--- src/rtl/sram_port_arbiter_pkg.sv ---
// sram_port_arbiter_pkg: shared FSM encoding and default starvation limit for the SRAM port arbiter
package sram_port_arbiter_pkg;
    typedef enum logic [1:0] {
        IDLE    = 2'd0,
        RESP_IF = 2'd1,
        RESP_DM = 2'd2
    } state_e;
    localparam int STARVE_LIMIT_DEFAULT = 4;
endpackage

--- src/rtl/sram_port_arbiter_if.sv ---
// sram_port_arbiter_if: fetch, data and SRAM-side signals of the shared single-port SRAM
interface sram_port_arbiter_if;
    logic        if_req;
    logic [31:0] if_addr;
    logic        if_ack;
    logic [31:0] if_rdata;
    logic        dm_req;
    logic [3:0]  dm_wen;
    logic [31:0] dm_addr;
    logic [31:0] dm_wdata;
    logic        dm_ack;
    logic [31:0] dm_rdata;
    logic        sram_en;
    logic [3:0]  sram_wen;
    logic [31:0] sram_addr;
    logic [31:0] sram_wdata;
    logic [31:0] sram_rdata;
    modport slave (
        input  if_req, if_addr, dm_req, dm_wen, dm_addr, dm_wdata, sram_rdata,
        output if_ack, if_rdata, dm_ack, dm_rdata, sram_en, sram_wen, sram_addr, sram_wdata
    );
    modport master (
        output if_req, if_addr, dm_req, dm_wen, dm_addr, dm_wdata, sram_rdata,
        input  if_ack, if_rdata, dm_ack, dm_rdata, sram_en, sram_wen, sram_addr, sram_wdata
    );
endinterface

--- src/rtl/sram_port_arbiter_starve_counter.sv ---
// starve_counter: saturating count of data grants taken while a fetch was waiting
module starve_counter
    import sram_port_arbiter_pkg::*;
#(
    parameter int LIMIT = STARVE_LIMIT_DEFAULT
) (
    input  logic clk,
    input  logic rst,
    input  logic inc,
    input  logic clr,
    output logic sat
);
    localparam int W = (LIMIT < 1) ? 1 : $clog2(LIMIT + 1);
    logic [W-1:0] cnt_q, cnt_d;
    assign sat = cnt_q == W'(LIMIT);
    always_comb cnt_d = clr ? '0 : (inc && !sat) ? cnt_q + W'(1) : cnt_q;
    always_ff @(posedge clk) begin
        if (rst) cnt_q <= '0;
        else     cnt_q <= cnt_d;
    end
endmodule

--- src/rtl/sram_port_arbiter.sv ---
// sram_port_arbiter: shares one SRAM port between fetch and load/store, data first with anti-starvation
module sram_port_arbiter
    import sram_port_arbiter_pkg::*;
#(
    parameter int STARVE_LIMIT = STARVE_LIMIT_DEFAULT
) (
    input logic            clk,
    input logic            rst,
    sram_port_arbiter_if.slave bus
);
    state_e state_q, state_d;
    logic   sat, idle, grant_if, grant_dm;
    // Reset gates everything combinationally so an in-flight ack is dropped, not deferred
    assign idle     = !rst && state_q == IDLE;
    assign grant_dm = idle && bus.dm_req && !(sat && bus.if_req);
    assign grant_if = idle && bus.if_req && !grant_dm;
    starve_counter #(.LIMIT(STARVE_LIMIT)) u_starve (
        .clk (clk),
        .rst (rst),
        .inc (grant_dm && bus.if_req),
        .clr (grant_if || (grant_dm && !bus.if_req)),
        .sat (sat)
    );
    always_ff @(posedge clk) begin
        if (rst) state_q <= IDLE;
        else     state_q <= state_d;
    end
    always_comb begin
        state_d        = grant_dm ? RESP_DM : grant_if ? RESP_IF : IDLE;
        bus.sram_en    = grant_dm || grant_if;
        bus.sram_wen   = grant_dm ? bus.dm_wen : 4'b0000;
        bus.sram_addr  = grant_dm ? bus.dm_addr : grant_if ? bus.if_addr : 32'd0;
        bus.sram_wdata = grant_dm ? bus.dm_wdata : 32'd0;
        bus.if_ack     = !rst && state_q == RESP_IF;
        bus.dm_ack     = !rst && state_q == RESP_DM;
        bus.if_rdata   = bus.if_ack ? bus.sram_rdata : 32'd0;
        bus.dm_rdata   = bus.dm_ack ? bus.sram_rdata : 32'd0;
    end
endmodule

--- src/flat_wrapper.sv ---
// flat-port wrapper written by rule: the top's interface ports become plain ports
module sram_port_arbiter_flat import sram_port_arbiter_pkg::*;
#(
    parameter int STARVE_LIMIT = STARVE_LIMIT_DEFAULT
)
  (clk, rst, bus_if_req, bus_if_addr, bus_dm_req, bus_dm_wen, bus_dm_addr, bus_dm_wdata, bus_sram_rdata, bus_if_ack, bus_if_rdata, bus_dm_ack, bus_dm_rdata, bus_sram_en, bus_sram_wen, bus_sram_addr, bus_sram_wdata);
  sram_port_arbiter_if bus_i ();
  input logic clk;
  input logic rst;
  input wire logic [$bits(bus_i.if_req)-1:0] bus_if_req;
  input wire logic [$bits(bus_i.if_addr)-1:0] bus_if_addr;
  input wire logic [$bits(bus_i.dm_req)-1:0] bus_dm_req;
  input wire logic [$bits(bus_i.dm_wen)-1:0] bus_dm_wen;
  input wire logic [$bits(bus_i.dm_addr)-1:0] bus_dm_addr;
  input wire logic [$bits(bus_i.dm_wdata)-1:0] bus_dm_wdata;
  input wire logic [$bits(bus_i.sram_rdata)-1:0] bus_sram_rdata;
  output wire logic [$bits(bus_i.if_ack)-1:0] bus_if_ack;
  output wire logic [$bits(bus_i.if_rdata)-1:0] bus_if_rdata;
  output wire logic [$bits(bus_i.dm_ack)-1:0] bus_dm_ack;
  output wire logic [$bits(bus_i.dm_rdata)-1:0] bus_dm_rdata;
  output wire logic [$bits(bus_i.sram_en)-1:0] bus_sram_en;
  output wire logic [$bits(bus_i.sram_wen)-1:0] bus_sram_wen;
  output wire logic [$bits(bus_i.sram_addr)-1:0] bus_sram_addr;
  output wire logic [$bits(bus_i.sram_wdata)-1:0] bus_sram_wdata;
  assign bus_i.if_req = bus_if_req;
  assign bus_i.if_addr = bus_if_addr;
  assign bus_i.dm_req = bus_dm_req;
  assign bus_i.dm_wen = bus_dm_wen;
  assign bus_i.dm_addr = bus_dm_addr;
  assign bus_i.dm_wdata = bus_dm_wdata;
  assign bus_i.sram_rdata = bus_sram_rdata;
  assign bus_if_ack = bus_i.if_ack;
  assign bus_if_rdata = bus_i.if_rdata;
  assign bus_dm_ack = bus_i.dm_ack;
  assign bus_dm_rdata = bus_i.dm_rdata;
  assign bus_sram_en = bus_i.sram_en;
  assign bus_sram_wen = bus_i.sram_wen;
  assign bus_sram_addr = bus_i.sram_addr;
  assign bus_sram_wdata = bus_i.sram_wdata;
  sram_port_arbiter #(.STARVE_LIMIT(STARVE_LIMIT)) u_core (.clk(clk), .rst(rst), .bus(bus_i));
endmodule
--- config.mk ---
export PLATFORM = sky130hd
export DESIGN_NAME = sram_port_arbiter_flat
export DESIGN_NICKNAME = d
export VERILOG_FILES = /design/src/rtl/sram_port_arbiter_pkg.sv /design/src/rtl/sram_port_arbiter_if.sv /design/src/rtl/sram_port_arbiter_starve_counter.sv /design/src/rtl/sram_port_arbiter.sv /design/src/flat_wrapper.sv
export SDC_FILE = /design/constraint.sdc
export NUM_CORES = 1
export LEC_CHECK = 0
export CORE_AREA = 2 2 106 108
export CTS_BUF_LIST = sky130_fd_sc_hd__clkbuf_16
export CTS_CLUSTER_DIAMETER = 200
export DETAILED_ROUTE_END_ITERATION = 12
export DIE_AREA = 0 0 108 110
export DONT_BUFFER_PORTS = 1
export GPL_TIMING_DRIVEN = 0
export HOLD_SLACK_MARGIN = 0.12
export PLACE_DENSITY_LB_ADDON = 0.12
export SLEW_MARGIN = 40
export SYNTH_ARGS = -nofsm -noshare
export SYNTH_HDL_FRONTEND = slang
export SYNTH_SLANG_ARGS = --single-unit
--- constraint.sdc ---
create_clock -name clk -period 1.9 [get_ports clk]
set_input_delay 0.38 -clock clk [delete_from_list [all_inputs] [get_ports clk]]
set_output_delay 0.38 -clock clk [all_outputs]
set_load 0.05 [all_outputs]
==> results.py, run 1 <==
metrics = {
    "route": {
        "vias_per_cell": 4.81,
        "wl_per_cell_um": 18.9,
        "wirelength_um": 7950,
        "detail_route.drc_violations": 0,
        "antenna_left": 0,
        "drt_first_pass_iters": 4,
        "vias": 2026,
        "drt_first_iter_violations": 58,
    },
    "yosys": {
        "synth_simple_gate_area_share_pct": 68.5,
        "yosysTopAreaCell": "and2_1",
        "synth_nets": 393,
        "post_synth.cell_area_avg_um2": 6.05,
        "ys.warnings.count": 0,
        "synth_mux_area_share_pct": 0,
        "synth.area.top_cells": "and2_1 41%, nand3_1 21%, a21oi_1 11%",
        "synth.distinct_cells": 24,
        "synth_seq_area_share_pct": 6.49,
        "yosys.area_share.adder_pct": 1.62,
        "ys_ff_latch": 5,
        "post_synth_xor_area_fraction_pct": 0,
        "dominant_combinational_cell_family_by_area_after_synthesis": "simple AND/OR/NAND/NOR gates",
        "synth_compound_gate_area_share_pct": 13.1,
        "synth_top_cell_area_share_pct": 41.0,
        "synthesis.area_mm2": 0.00154,
        "syn-instance-count": 255,
    },
    "clocking": {
        "cts.htree.levels": 1,
        "cts.clk_slew.worst_paths_ps": 40,
        "clk_path_buf_depth": 2,
        "cts.root.buffer_cell": "clkbuf_16",
        "cts_num_sinks": 5,
        "clock_insertion_delay_worst_skew_ps": 230,
        "inserted_clock_buffers": 3,
        "cts_tree": "yes",
    },
    "critical_path": {
        "timing.reg2reg.setup_slack_ps": 350,
        "worst-path-max-fanout": 5,
        "crit_required_ps": 1520,
        "end_kind": "primary output",
        "worst-setup-path-type": "flip-flop to primary output",
        "cp-start-kind": "flip-flop",
        "timing.critical_path.cells": "inv_2 > ha_4 > a21bo_4 > buf_6 > nand3_2 > a21oi_4",
        "critPathMaxStageDelay_ps": 380,
        "cp.arrival_ps": 1670,
        "r2r_start": "u_core.state_q[0]$_SDFF_PP0_",
        "cpMaxStageDelayCell": "a21oi_4",
        "rr_worst_depth": 4,
        "regToRegEndpoint": "u_core.u_starve.cnt_q[0]$_SDFFE_PP0P_",
    },
    "global_route": {
        "groute.layer.met2.usage_pct": 21.6,
        "antenna_violations_before_repair": 0,
        "grt_pass1_wl_um": 10400,
        "use_met1_pct": 13.4,
        "gr-total-overflow": 0,
        "first_global_vias": 1926,
        "grt_start_max_net_pins": 11,
        "grtUsageTotal_pct": 11.2,
        "groute.layer.met3.usage_pct": 1.29,
        "top_usage_layer": "met2",
    },
    "place": {
        "dp_hpwl_um": 5720,
        "pre_cts_ws_ps": -357,
        "finalWeightedCongestion": 0.756,
        "place_inst": 395,
        "buffer_ports.inserted": 0,
    },
    "sta": {
        "fin_crit_sh_pct": 108,
        "fin_setup_tns_ps": -5510,
        "clock.fmax_mhz": 487,
        "setup_slack_ps": -153,
        "period_minus_slack_ps": 2050,
        "final-max-slew-violation-count": 0,
        "finalHoldViolations": 0,
        "unrepaired_setup_endpoints_after_global_routing": "yes",
        "setup_viol": 69,
        "actual_slew_at_the_worst_max_slew_pin_ps": 497,
        "clock_skew_ps": 4.50,
        "max_slew_margin_pct": 67.1,
    },
    "floorplan": {
        "chipHeight_um": 110,
        "core_region_mm2": 0.0107,
        "row_count": 38,
        "floorplan.io_pins": 271,
        "die-area_mm2": 0.0119,
        "fp.dieW_um": 108,
        "start_util_pct": 14.4,
    },
    "run_status": {
        "status": "complete, but fails checks",
        "failed_checks": "setup timing",
    },
    "min_path": {
        "whs_path_depth": 1,
        "hold_path_end": "u_core.u_starve.cnt_q[2]$_SDFFE_PP0P_",
        "hold_wc_startpoint": "rst",
        "holdCritPathClass": "input pin to flip-flop",
    },
    "cells_and_area": {
        "final_cell_count_no_fill": 421,
        "antenna_cells_inserted": 0,
        "fin_nets": 420,
        "drive_above_1_share_pct": 82.6,
        "syn2layout_area_growth_pct": 105,
    },
    "power": {
        "cellLeakagePower_nw": 1.12,
        "ir_worst_vdd_v": 0.000191,
        "report.power.total_w": 0.00134,
        "power_density_mw_per_mm2": 424,
    },
    "job": {
        "max_cap_viols": 0,
    },
}
[synthesized netlist by cell type (all sizes together)]
master	instances
clkbuf	11
nor3	1
o31ai	3
a21bo	1
dfxtp	5
o21ai	1
and3	2
buf	18
ha	2
nand4	2
a21oi	33
nor2	2
nand2	1
nand3	65
or3	1
inv	2
nor3b	3
nor4b	1
and2	101
[critical path: cells and delay by family (launching register included)]
family / cells / cell delay, ps
DFF: 1 / 310
buffers and inverters: 2 / 230
and+or+nand+nor: 1 / 100
adders and majority gates: 1 / 190
AOI/OAI and AO/OA: 2 / 600
[power by group]
| part | internal [W] | switching, W | total, W |
|---|---|---|---|
| clock network | 0.000275 | 0.0000739 | 0.000349 |
| registers | 0.000109 | 0.00000765 | 0.000117 |
| logic | 0.000263 | 0.000610 | 0.000873 |
[layer usage]
| metal | wire, µm | vias to the layer above |
|---|---|---|
| met5 | 0 | - |
| met4 | 41 | 0 |
| met3 | 513 | 2 |
| met2 | 4490 | 130 |
| met1 | 2910 | 970 |
| li1 | - | 924 |
[cell type report]
type / instances / area [µm²]
timing repair buffer: 23 / 250
fill: 1115 / 7540
clock buffer: 3 / 75.1
multi-input combinational: 221 / 2240
tap: 140 / 175
clock inverter: 1 / 5.00
sequential: 5 / 111
buffer: 26 / 289
inverter: 2 / 7.51
[metrics by stage]
step	utilization (%)	hold slack, ps	instance area (µm²)
6_report	29.5	214	3160
5_1_grt	29.5	218	3160
4_1_cts	27.3	209	2920
3_5_place_dp	19.6	457	2090
3_3_place_gp	19.6	456	2090
2_1_floorplan	-	449	1920
[worst max-delay path by stage]
stage                                          start                end  slack (ps)  depth (start not counted)
2_1_floorplan  u_core.u_starve.cnt_q[0]$_SDFFE_PP0P_  bus_sram_addr[10]        -110                          6
3_3_place_gp   u_core.u_starve.cnt_q[0]$_SDFFE_PP0P_  bus_sram_addr[10]        -390                          6
3_5_place_dp   u_core.u_starve.cnt_q[0]$_SDFFE_PP0P_  bus_sram_addr[10]        -360                          6
4_1_cts        u_core.u_starve.cnt_q[1]$_SDFFE_PP0P_  bus_sram_addr[20]        -160                          6
5_1_grt        u_core.u_starve.cnt_q[0]$_SDFFE_PP0P_  bus_sram_addr[13]        -220                          6
6_report       u_core.u_starve.cnt_q[0]$_SDFFE_PP0P_  bus_sram_addr[15]        -150                          6
[registers in the layout, summed over array words and instances (netlist names)]
name / flops
u_core.state_q: 2
u_core.u_starve.cnt_q: 3
[kinds of logic after synthesis]
group | Yosys count
and+or+nand+nor | 179
AOI/OAI and AO/OA | 38
buffers and inverters | 31
DFF | 5
adders and majority gates | 2
[timing repair]
item / in CTS / in global routing
cloned: 10 / 1
pin swaps: 74 / 25
hold buffers: 0 / 0
endpoints found under the setup margin: 134 / 127
gates resized for setup: 249 / 58
buffers inserted: 7 / 8
[cell usage in the layout, fill, tap and decap left out, types with 2 or more instances in the layout]
cell type and n:
o31ai_1 3, and2_1 6, buf_8 5, clkbuf_16 5
dfxtp_2 3, a21oi_4 32, clkbuf_2 3, nand4_1 2
dfxtp_4 2, nor3b_4 2, buf_12 5, inv_2 2
and2_4 94, nand3_2 23, nand3_4 14, nand3_1 29
a21bo_4 2, buf_2 3, buf_4 15, buf_6 13
Power figures use the tool's default switching activity.
==> run 2: changes to the inputs <==
- TNS_END_PERCENT: unset -> 100
==> results of run 2 <==
The final DEF is identical to that of run 1; final timing and power are the same.
